`src/rtl/fetch_ctrl.sv`:
```
// fetch_ctrl: instruction fetch / PC sequencing for a five-phase
// (f, r, x, m, w) multicycle core.
//
// Ports:
//   clk, rst     clock; asynchronous active-high reset
//   phase[4:0]   one-hot phase {f, r, x, m, w}; all-zero means idle
//   imem_data    instruction word at imem_addr (combinational memory)
//   br_taken     branch decision, sampled in phase x
//   br_target    branch destination, sampled with br_taken
//   restart      single-cycle pulse that leaves HALT
//   imem_addr    instruction address (always equal to pc)
//   pc, ir       program counter, instruction register
//   hlt          halt request to the phase generator (state == HALT)
//   instr_cnt    retired-instruction counter, saturating
//   phase_err    sticky flag: a phase value with two or more bits set was seen
module fetch_ctrl #(
    parameter int              PC_W     = 8,
    parameter int              IR_W     = 16,
    parameter logic [3:0]      HALT_OP  = 4'hF,
    parameter logic [PC_W-1:0] RESET_PC = '0
) (
    input  logic            clk,
    input  logic            rst,
    input  logic [4:0]      phase,
    input  logic [IR_W-1:0] imem_data,
    input  logic            br_taken,
    input  logic [PC_W-1:0] br_target,
    input  logic            restart,
    output logic [PC_W-1:0] imem_addr,
    output logic [PC_W-1:0] pc,
    output logic [IR_W-1:0] ir,
    output logic            hlt,
    output logic [15:0]     instr_cnt,
    output logic            phase_err
);

    typedef enum logic {S_RUN, S_HALT} state_t;

    localparam logic [4:0] PH_F = 5'b10000;
    localparam logic [4:0] PH_R = 5'b01000;
    localparam logic [4:0] PH_X = 5'b00100;
    localparam logic [4:0] PH_M = 5'b00010;
    localparam logic [4:0] PH_W = 5'b00001;

    state_t          state_q, state_d;
    logic [PC_W-1:0] pc_q, pc_d;
    logic [IR_W-1:0] ir_q, ir_d;
    logic            br_pending_q, br_pending_d;
    logic [PC_W-1:0] br_tgt_q, br_tgt_d;
    logic [15:0]     instr_cnt_q, instr_cnt_d;
    logic            phase_err_q, phase_err_d;

    logic            phase_bad;
    logic [PC_W-1:0] pc_inc;
    logic [15:0]     cnt_inc;

    // Two or more bits set: clearing the lowest set bit leaves something.
    assign phase_bad = |(phase & (phase - 5'd1));
    assign pc_inc    = pc_q + PC_W'(1);
    assign cnt_inc   = (instr_cnt_q == 16'hFFFF) ? instr_cnt_q : instr_cnt_q + 16'd1;

    always_comb begin
        state_d      = state_q;
        pc_d         = pc_q;
        ir_d         = ir_q;
        br_pending_d = br_pending_q;
        br_tgt_d     = br_tgt_q;
        instr_cnt_d  = instr_cnt_q;
        phase_err_d  = phase_err_q;
        case (state_q)
            S_RUN: begin
                // An illegal phase only raises the flag; the cycle is otherwise a no-op.
                if (phase_bad) begin
                    phase_err_d = 1'b1;
                end else begin
                    case (phase)
                        PH_F: ir_d = imem_data;
                        PH_R: if (ir_q[IR_W-1 -: 4] == HALT_OP) state_d = S_HALT;
                        PH_X: begin
                            br_pending_d = br_taken;
                            br_tgt_d     = br_target;
                        end
                        PH_W: begin
                            pc_d         = br_pending_q ? br_tgt_q : pc_inc;
                            br_pending_d = 1'b0;
                            instr_cnt_d  = cnt_inc;
                        end
                        default: ;
                    endcase
                end
            end
            S_HALT: begin
                // Phase is ignored while halted; restart retires the halt instruction.
                if (restart) begin
                    state_d      = S_RUN;
                    pc_d         = pc_inc;
                    instr_cnt_d  = cnt_inc;
                    br_pending_d = 1'b0;
                end
            end
            default: state_d = S_RUN;
        endcase
    end

    always_ff @(posedge clk or posedge rst) begin
        if (rst) begin
            state_q      <= S_RUN;
            pc_q         <= RESET_PC;
            ir_q         <= '0;
            br_pending_q <= 1'b0;
            br_tgt_q     <= '0;
            instr_cnt_q  <= '0;
            phase_err_q  <= 1'b0;
        end else begin
            state_q      <= state_d;
            pc_q         <= pc_d;
            ir_q         <= ir_d;
            br_pending_q <= br_pending_d;
            br_tgt_q     <= br_tgt_d;
            instr_cnt_q  <= instr_cnt_d;
            phase_err_q  <= phase_err_d;
        end
    end

    assign pc        = pc_q;
    assign imem_addr = pc_q;
    assign ir        = ir_q;
    assign hlt       = (state_q == S_HALT);
    assign instr_cnt = instr_cnt_q;
    assign phase_err = phase_err_q;

endmodule
```
`config.mk`:
```
export PLATFORM = sky130hd
export DESIGN_NAME = fetch_ctrl
export DESIGN_NICKNAME = d
export VERILOG_FILES = /design/src/rtl/fetch_ctrl.sv
export SDC_FILE = /design/constraint.sdc
export NUM_CORES = 1
export LEC_CHECK = 0
export ABC_AREA = 0
export BUFFER_PORTS_ARGS = -buffer_cell sky130_fd_sc_hd__buf_2
export CAP_MARGIN = 30
export CORE_MARGIN = 2
export CORE_UTILIZATION = 50
export DETAILED_ROUTE_END_ITERATION = 8
export PLACE_DENSITY_LB_ADDON = 0.08
export SYNTH_ARGS = -nofsm -noshare
export SYNTH_HDL_FRONTEND = slang
export SYNTH_SLANG_ARGS = --single-unit
export TNS_END_PERCENT = 10
```
`constraint.sdc`:
```
create_clock -name clk -period 2.6 [get_ports clk]
set_clock_uncertainty 0.1 [all_clocks]
set_input_delay 0.26 -clock clk [delete_from_list [all_inputs] [get_ports clk]]
set_output_delay 0.26 -clock clk [all_outputs]
set_load 0.02 [all_outputs]
```
==> flow_summary.toml, run 1 <==
[route]
wl_mm = 5.08
antenna_left = 0
drtIter0Drc = 77
detailroute.via_count = 1960
route.detailed.vias_per_inst = 5.38
wire_per_inst_um = 14.0
dr.pass1.iters = 4
drcViolationCount = 0

[clocking]
cts-buffers-inserted = 5
htreeDepth = 2
total_clock_sinks = 51
cts.reportedPaths.clkPinSlew_ns = 0.09
clock_tree_from_tritoncts = "done"
clk_root_buffer_cell = "sky130_fd_sc_hd__clkbuf_8"
latest_clock_arrival_within_the_worst_skew_pair_ns = 0.30
clock_path_buffers = 2
cts.repair.resized = 0

[yosys]
synthMuxAreaShare_pct = 12.5
yosysTopAreaCell = "sky130_fd_sc_hd__dfrtp_1"
syn_area_cell_um2 = 11.3
synth_xor_xnor_area_share_pct = 4.56
synth_simple_gate_area_share_pct = 13.5
ys_ff_latch = 51
post_synth_fa_ha_maj_area_fraction_pct = 1.00
syn_area_mm2 = 0.00250
synth_warnings = 0
synth_top_family_by_area = "simple AND/OR/NAND/NOR gates"
synthesis.instances = 221
synth_sequential_area_ratio_pct = 51.1
synth_compound_area_share_pct = 11.9
synth.lib_cells_used.distinct = 41
post_synth_main_area_contributors = "sky130_fd_sc_hd__dfrtp_1 51%, sky130_fd_sc_hd__mux2_2 11%, sky130_fd_sc_hd__xnor2_1 4.2%"
synthesis.nets = 256
synth.top_cell.area_share_pct = 51.1

[critical_path]
chain_of_cells_forming_the_critical_path = "nor4_4 > a32o_2 > nand4_1 > mux2_1"
critical_path.max_fanout = 24
cp.arrival_ns = 2.29
cp-start-kind = "flop"
r2r_end = "instr_cnt[14]"
cpPeakStageDelay_ns = 0.58
crit_required_ns = 2.69
crit_start = "hlt"
crit_slowest_cell = "sky130_fd_sc_hd__a32o_2"
worst_r2r_startpoint = "hlt"
reg2reg_setup_slack_ns = 0.40
end_kind = "flop"
reg2reg_depth = 4
criticalPathCategory = "flop to flop"

[global_route]
global_route.overflow_total = 0
grt_pass1_vias = 1805
grt_overall_usage_pct = 19.7
grt_max_degree = 33
grt_pass1_wl_mm = 8.37
antenna_found_initial = 0

[status]
run_status = "complete, no violations"

[timing]
tns_ns = 0
achievable-frequency_mhz = 454
holdWs_ns = 0.0869
timing.final.max_slew_violations = 0
setup_viol = 0
slew_headroom_pct = 53.8
fin_crit_sh_pct = 84.7
rsz_0062_raised_after_global_routing = "no"
timing.final.hold_violations = 0
fin_crit_period_ns = 2.20
tightest_slew_ns = 0.694

[die]
placement_rows = 25
start_util_pct = 52.5
die_width_um = 74.7
fp.dieArea_mm2 = 0.00558
top_level_ports = 83
die_h_um = 74.7
coreArea_mm2 = 0.00475

[place]
placedCellCount = 355
port_buffers = 82
postPlaceCellArea_mm2 = 0.00290
hpwl_mm = 3.84
place_congestion = 0.871

[final_layout]
fin_cells = 364
final_layout_size_suffix_gt1_share_pct = 42.1
insertedDiodeCount = 0
nFillCells = 433
flow.area_growth_from_synthesis_pct = 20.1
finalCoreUtilization_pct = 63.1
final_non_filler_cell_area_mm2 = 0.00300
finish.net_count = 331

[pwr]
cellPowerDensity_mw_per_mm2 = 781
leakage_uw = 0.00145
vdd_ir_drop_max_v = 0.000530

[min_path]
timing.hold.worst_path_depth = 2
worstHoldPathType = "input pin to flop"
hold_start = "br_target[7]"
worstHoldEndpoint = "br_tgt_q[7]"

[run]
cap_viol_max_count = 0
==> routing by layer <==
metal	vias to the layer above	wire length, um	track usage (%)
met5	-	0	0
li1	946	-	-
met4	0	71	6.55
met3	7	311	4.82
met1	944	2380	26.5
met2	63	2320	31.6
==> final cells by class <==
cell class              instances  area (um^2)  share of cell area [%]
well taps                      67         83.8                    2.80
multi-input cells             145         1080                    36.2
inverters                       7         26.3                   0.876
repair buffers                 86          443                    14.8
clock buffers                   6         72.6                    2.42
flip-flops and latches         51         1280                    42.6
clock inverters                 2         12.5                   0.417
==> what timing repair did <==
item,4_1_cts,5_1_grt
hold buffers,1,0
setup endpoints to repair,0,0
setup buffers,0,0
hold endpoints to repair,30,0
==> worst max-delay path, delay by kind of cell, from the launching register on <==
family / cells / cell delay (ns)
simple gates: 2 / 0.58
compound gates: 1 / 0.58
flops: 1 / 0.50
mux: 1 / 0.33
==> kinds of logic (layout without fill, tap and decap cells) <==
group                      after synthesis  after routing
buffers and inverters                   25            101
DFF                                     51             51
and+or+nand+nor                         61             61
xor gates and xnor gates                13             13
AOI/OAI and AO/OA                       41             41
adders and majority gates                2              2
muxes                                   28             28
==> where the power goes <==
part	internal, uW	switching (uW)	total [uW]	leakage (uW)
Clock	188	248	436	0.0000412
Combinational	312	473	785	0.000778
Sequential	962	159	1120	0.000627
Total	1460	880	2340	0.00145
==> flip-flops by register name (all words and copies together), names as in the netlist <==
| register | cells |
|---|---|
| br_pending_q | 1 |
| br_tgt_q | 8 |
| hlt | 1 |
| imem_addr | 8 |
| instr_cnt | 16 |
| ir | 16 |
| phase_err | 1 |
==> layout by cell type, fill, tap and decap left out, types with 5 or more instances in the layout <==
cell type / count
sky130_fd_sc_hd__nor2_1: 8
sky130_fd_sc_hd__o21ai_0: 7
sky130_fd_sc_hd__a21oi_1: 11
sky130_fd_sc_hd__buf_2: 82
sky130_fd_sc_hd__clkbuf_8: 5
sky130_fd_sc_hd__nand3_1: 8
sky130_fd_sc_hd__mux2_2: 24
sky130_fd_sc_hd__inv_1: 6
sky130_fd_sc_hd__nand2_1: 13
sky130_fd_sc_hd__dfrtp_1: 51
sky130_fd_sc_hd__nand4_1: 7
sky130_fd_sc_hd__nor3_1: 5
sky130_fd_sc_hd__and3_1: 7
sky130_fd_sc_hd__xnor2_1: 12
==> cells in the mapped netlist, drive strengths merged <==
cell type	n
a2bb2oi	2
a21oi	11
nor3	5
o21ai	8
nand3	8
a211oi	1
mux2	26
a21boi	1
nand2b	3
buf	13
and3	7
nand4	7
a32oi	1
a2111oi	2
a32o	1
clkbuf	5
ha	2
nand3b	1
xnor2	12
xor2	1
and4	3
o31ai	1
o211ai	4
a211o	1
o22ai	3
mux2i	2
nand2	13
nor4	3
and2	2
or2	1
nor2	8
a31oi	1
o2111ai	3
inv	7
a21bo	1
dfrtp	51
==> through the flow <==
step	setup WS [ns]	total power [uW]
2_1_floorplan	0.688	1700
3_3_place_gp	0.442	1910
3_5_place_dp	0.395	1930
4_1_cts	0.399	2380
5_1_grt	0.248	2500
6_report	0.398	2340
==> worst max-delay path by stage <==
stage	cells after the start	endpoint	slack, ns
2_1_floorplan	5	instr_cnt[1]	0.69
3_3_place_gp	4	instr_cnt[14]	0.44
3_5_place_dp	4	instr_cnt[14]	0.40
4_1_cts	4	instr_cnt[14]	0.40
5_1_grt	4	instr_cnt[14]	0.25
6_report	4	instr_cnt[14]	0.40
No activity file was read; power rests on OpenSTA's default activity.
==> inputs of run 2 (changes only) <==
--- a/config.mk
+++ b/config.mk
@@ -5,11 +5,11 @@
 export SDC_FILE = /design/constraint.sdc
 export NUM_CORES = 1
 export LEC_CHECK = 0
-export ABC_AREA = 0
+export ABC_AREA = 1
 export BUFFER_PORTS_ARGS = -buffer_cell sky130_fd_sc_hd__buf_2
 export CAP_MARGIN = 30
 export CORE_MARGIN = 2
-export CORE_UTILIZATION = 50
+export CORE_UTILIZATION = 47
 export DETAILED_ROUTE_END_ITERATION = 8
 export PLACE_DENSITY_LB_ADDON = 0.08
 export SYNTH_ARGS = -nofsm -noshare
==> constraint.sdc (replaced) <==
create_clock -name clk -period 2 [get_ports clk]
set_clock_uncertainty 0.1 [all_clocks]
set_input_delay 0.2 -clock clk [delete_from_list [all_inputs] [get_ports clk]]
set_output_delay 0.2 -clock clk [all_outputs]
set_load 0.02 [all_outputs]
==> flow_summary.toml, run 2 <==
[yosys]
synthesis.instances = 362
async_s_r_ff_share_synth_pct = 100
synth.top_cells.by_count = "157 x sky130_fd_sc_hd__nand2_1, 51 x sky130_fd_sc_hd__dfrtp_1, 43 x sky130_fd_sc_hd__nand3_1, 23 x sky130_fd_sc_hd__inv_1, 18 x sky130_fd_sc_hd__nor2_1"
synth_edf_count = 0
synth_sequential_area_ratio_pct = 46.2
synth-main-ff-cell = "sky130_fd_sc_hd__dfrtp_1"
synth_warnings = 0
ys_ff_latch = 51
synthesis.nets = 397
post_synth_main_area_contributors = "sky130_fd_sc_hd__dfrtp_1 46%, sky130_fd_sc_hd__nand2_1 21%, sky130_fd_sc_hd__nand3_1 7.8%"
yosysMostFrequentCell = "sky130_fd_sc_hd__nand2_1"
syn_area_cell_um2 = 7.63
yosysTopAreaCell = "sky130_fd_sc_hd__dfrtp_1"
synth.lib_cells_used.distinct = 27
syn_area_mm2 = 0.00276
synth.top_cell.area_share_pct = 46.2

[global_route]
antenna_found_initial = 0
grt_pass1_vias = 2380
grt_pass1_wl_mm = 10.5
grt_max_degree = 52
global_route.overflow_total = 0
grt_overall_usage_pct = 20.5

[clocking]
clock_path_buffers = 2
clock_tree_from_tritoncts = "done"
post-cts-setup-buffer-count = 0
latest_clock_arrival_within_the_worst_skew_pair_ns = 0.30
htreeDepth = 2
cts-buffers-inserted = 5
total_clock_sinks = 51
clk_root_buffer_cell = "sky130_fd_sc_hd__clkbuf_8"
cts.reportedPaths.clkPinSlew_ns = 0.09

[timing]
slew_headroom_pct = 78.4
setup_viol = 0
fin_crit_period_ns = 1.80
fin_crit_sh_pct = 90.2
rsz_0062_raised_after_global_routing = "no"
achievable-frequency_mhz = 555
timing.final.max_slew_violations = 0
tns_ns = 0
tightest_slew_ns = 0.321
final.setup.worst_slack_ns = 0.197
timing.final.hold_violations = 0

[place]
hpwl_mm = 4.47
postPlaceCellArea_mm2 = 0.00319
dp_worst_setup_slack_ns = 0.197
place_congestion = 0.813
port_buffers = 82

[route]
route.detailed.vias_per_inst = 4.81
antenna_left = 0
detailroute.via_count = 2472
wire_per_inst_um = 11.5
drcViolationCount = 0
dr.pass1.iters = 4
wl_mm = 5.93
drtIter0Drc = 132

[die]
placement_rows = 27
die_h_um = 80.7
fp.dieArea_mm2 = 0.00650
top_level_ports = 83
coreArea_mm2 = 0.00557
die_width_um = 80.7
start_util_pct = 49.5

[critical_path]
end_kind = "flop"
criticalPathCategory = "flop to flop"
cp.arrival_ns = 1.91
crit_required_ns = 2.10
critical_path.max_fanout = 19
cp-start-kind = "flop"
reg2reg_depth = 8

[pwr]
clock_power_share_pct = 24.4
sequentialPowerShare_pct = 45.6
power_consumption_uw = 3040
switching_share_pct = 36.2
vdd_ir_drop_max_v = 0.000564
leakage_uw = 0.00184
cellPowerDensity_mw_per_mm2 = 914
power.share.combinational_pct = 30.0
internal_power_uw = 1940
power.switching_uw = 1100

[final_layout]
layout.cells.most_common = "sky130_fd_sc_hd__nand2_1"
final_non_filler_cell_area_mm2 = 0.00332
finalCoreUtilization_pct = 59.6
final_cell_mix = "157 x sky130_fd_sc_hd__nand2_1, 82 x sky130_fd_sc_hd__buf_2, 51 x sky130_fd_sc_hd__dfrtp_1, 43 x sky130_fd_sc_hd__nand3_1, 22 x sky130_fd_sc_hd__inv_1"
flow.area_growth_from_synthesis_pct = 20.2
final_layout_size_suffix_gt1_share_pct = 25.3
finish.net_count = 476
insertedDiodeCount = 0

[min_path]
timing.hold.worst_path_depth = 3
worstHoldPathType = "input pin to flop"

[status]
run_status = "complete, no violations"

[run]
cap_viol_max_count = 0
[run 2: what timing repair did]
| action | in CTS | in global routing |
|---|---|---|
| hold buffers | 1 | 0 |
| hold endpoints to repair | 51 | 0 |
| setup endpoints to repair | 0 | 0 |
| gates resized for setup | 0 | 0 |
[run 2: worst paths after layout]
kind                               start           end  slack, ns
hold / removal             imem_data[13]        ir[13]       0.02
setup / recovery            instr_cnt[1]  instr_cnt[8]       0.20
setup reg to reg            instr_cnt[1]  instr_cnt[8]       0.20
min in group asynchronous            rst         ir[3]       0.37
max in group asynchronous            rst  imem_addr[1]       1.19
hold reg to reg                    ir[3]         ir[3]       0.38
[run 2: logic make-up after synthesis]
| family | count (synthesis) | synth area share (%) |
|---|---|---|
| flops | 51 | 46.2 |
| fa+ha+maj | 2 | 0.906 |
| xor+xnor | 11 | 3.49 |
| buf+inv | 41 | 7.88 |
| simple gates | 239 | 37.7 |
| compound gates | 18 | 3.85 |
[run 2: cell type report]
type,count,area [um^2]
inverters,24,90.1
repair buffers,89,478
well taps,72,90.1
clock inverters,2,35.0
flip-flops and latches,51,1280
clock buffers,6,82.6
multi-input cells,270,1270
fillers,537,2250
[run 2: per-stage QoR]
step	hold slack (ns)	cells
floorplan	0.245	362
global placement	0.167	505
detailed placement	0.168	505
CTS	0.0139	514
global route	0.0279	514
finish	0.0226	514
[run 2: worst max-delay path, stage by stage (launching register included)]
cell and delay [ns]:
sky130_fd_sc_hd__dfrtp_1 0.43, sky130_fd_sc_hd__ha_1 0.23, sky130_fd_sc_hd__nand3_2 0.13, sky130_fd_sc_hd__nor2_4 0.19, sky130_fd_sc_hd__nand4_4 0.12, sky130_fd_sc_hd__nand2_4 0.21, sky130_fd_sc_hd__inv_2 0.15, sky130_fd_sc_hd__nand2_1 0.09
sky130_fd_sc_hd__nand2_1 0.05
[run 2: metal layers]
layer / global-route usage, % / vias up / part of all wire, %
met5: 0 / - / 0
met4: 3.56 / 0 / 0.71
met3: 5.73 / 5 / 6.9
met2: 33.8 / 71 / 44
met1: 27.3 / 1102 / 49
li1: - / 1294 / -
[run 2: power by group through the flow]
stage               sequential [uW]  combinational [uW]  clock [uW]
floorplan                      1570                 496           0
global placement               1400                 909           0
detailed placement             1400                 918           0
CTS                            1390                 921         768
global route                   1420                1030         795
finish                         1380                 909         742
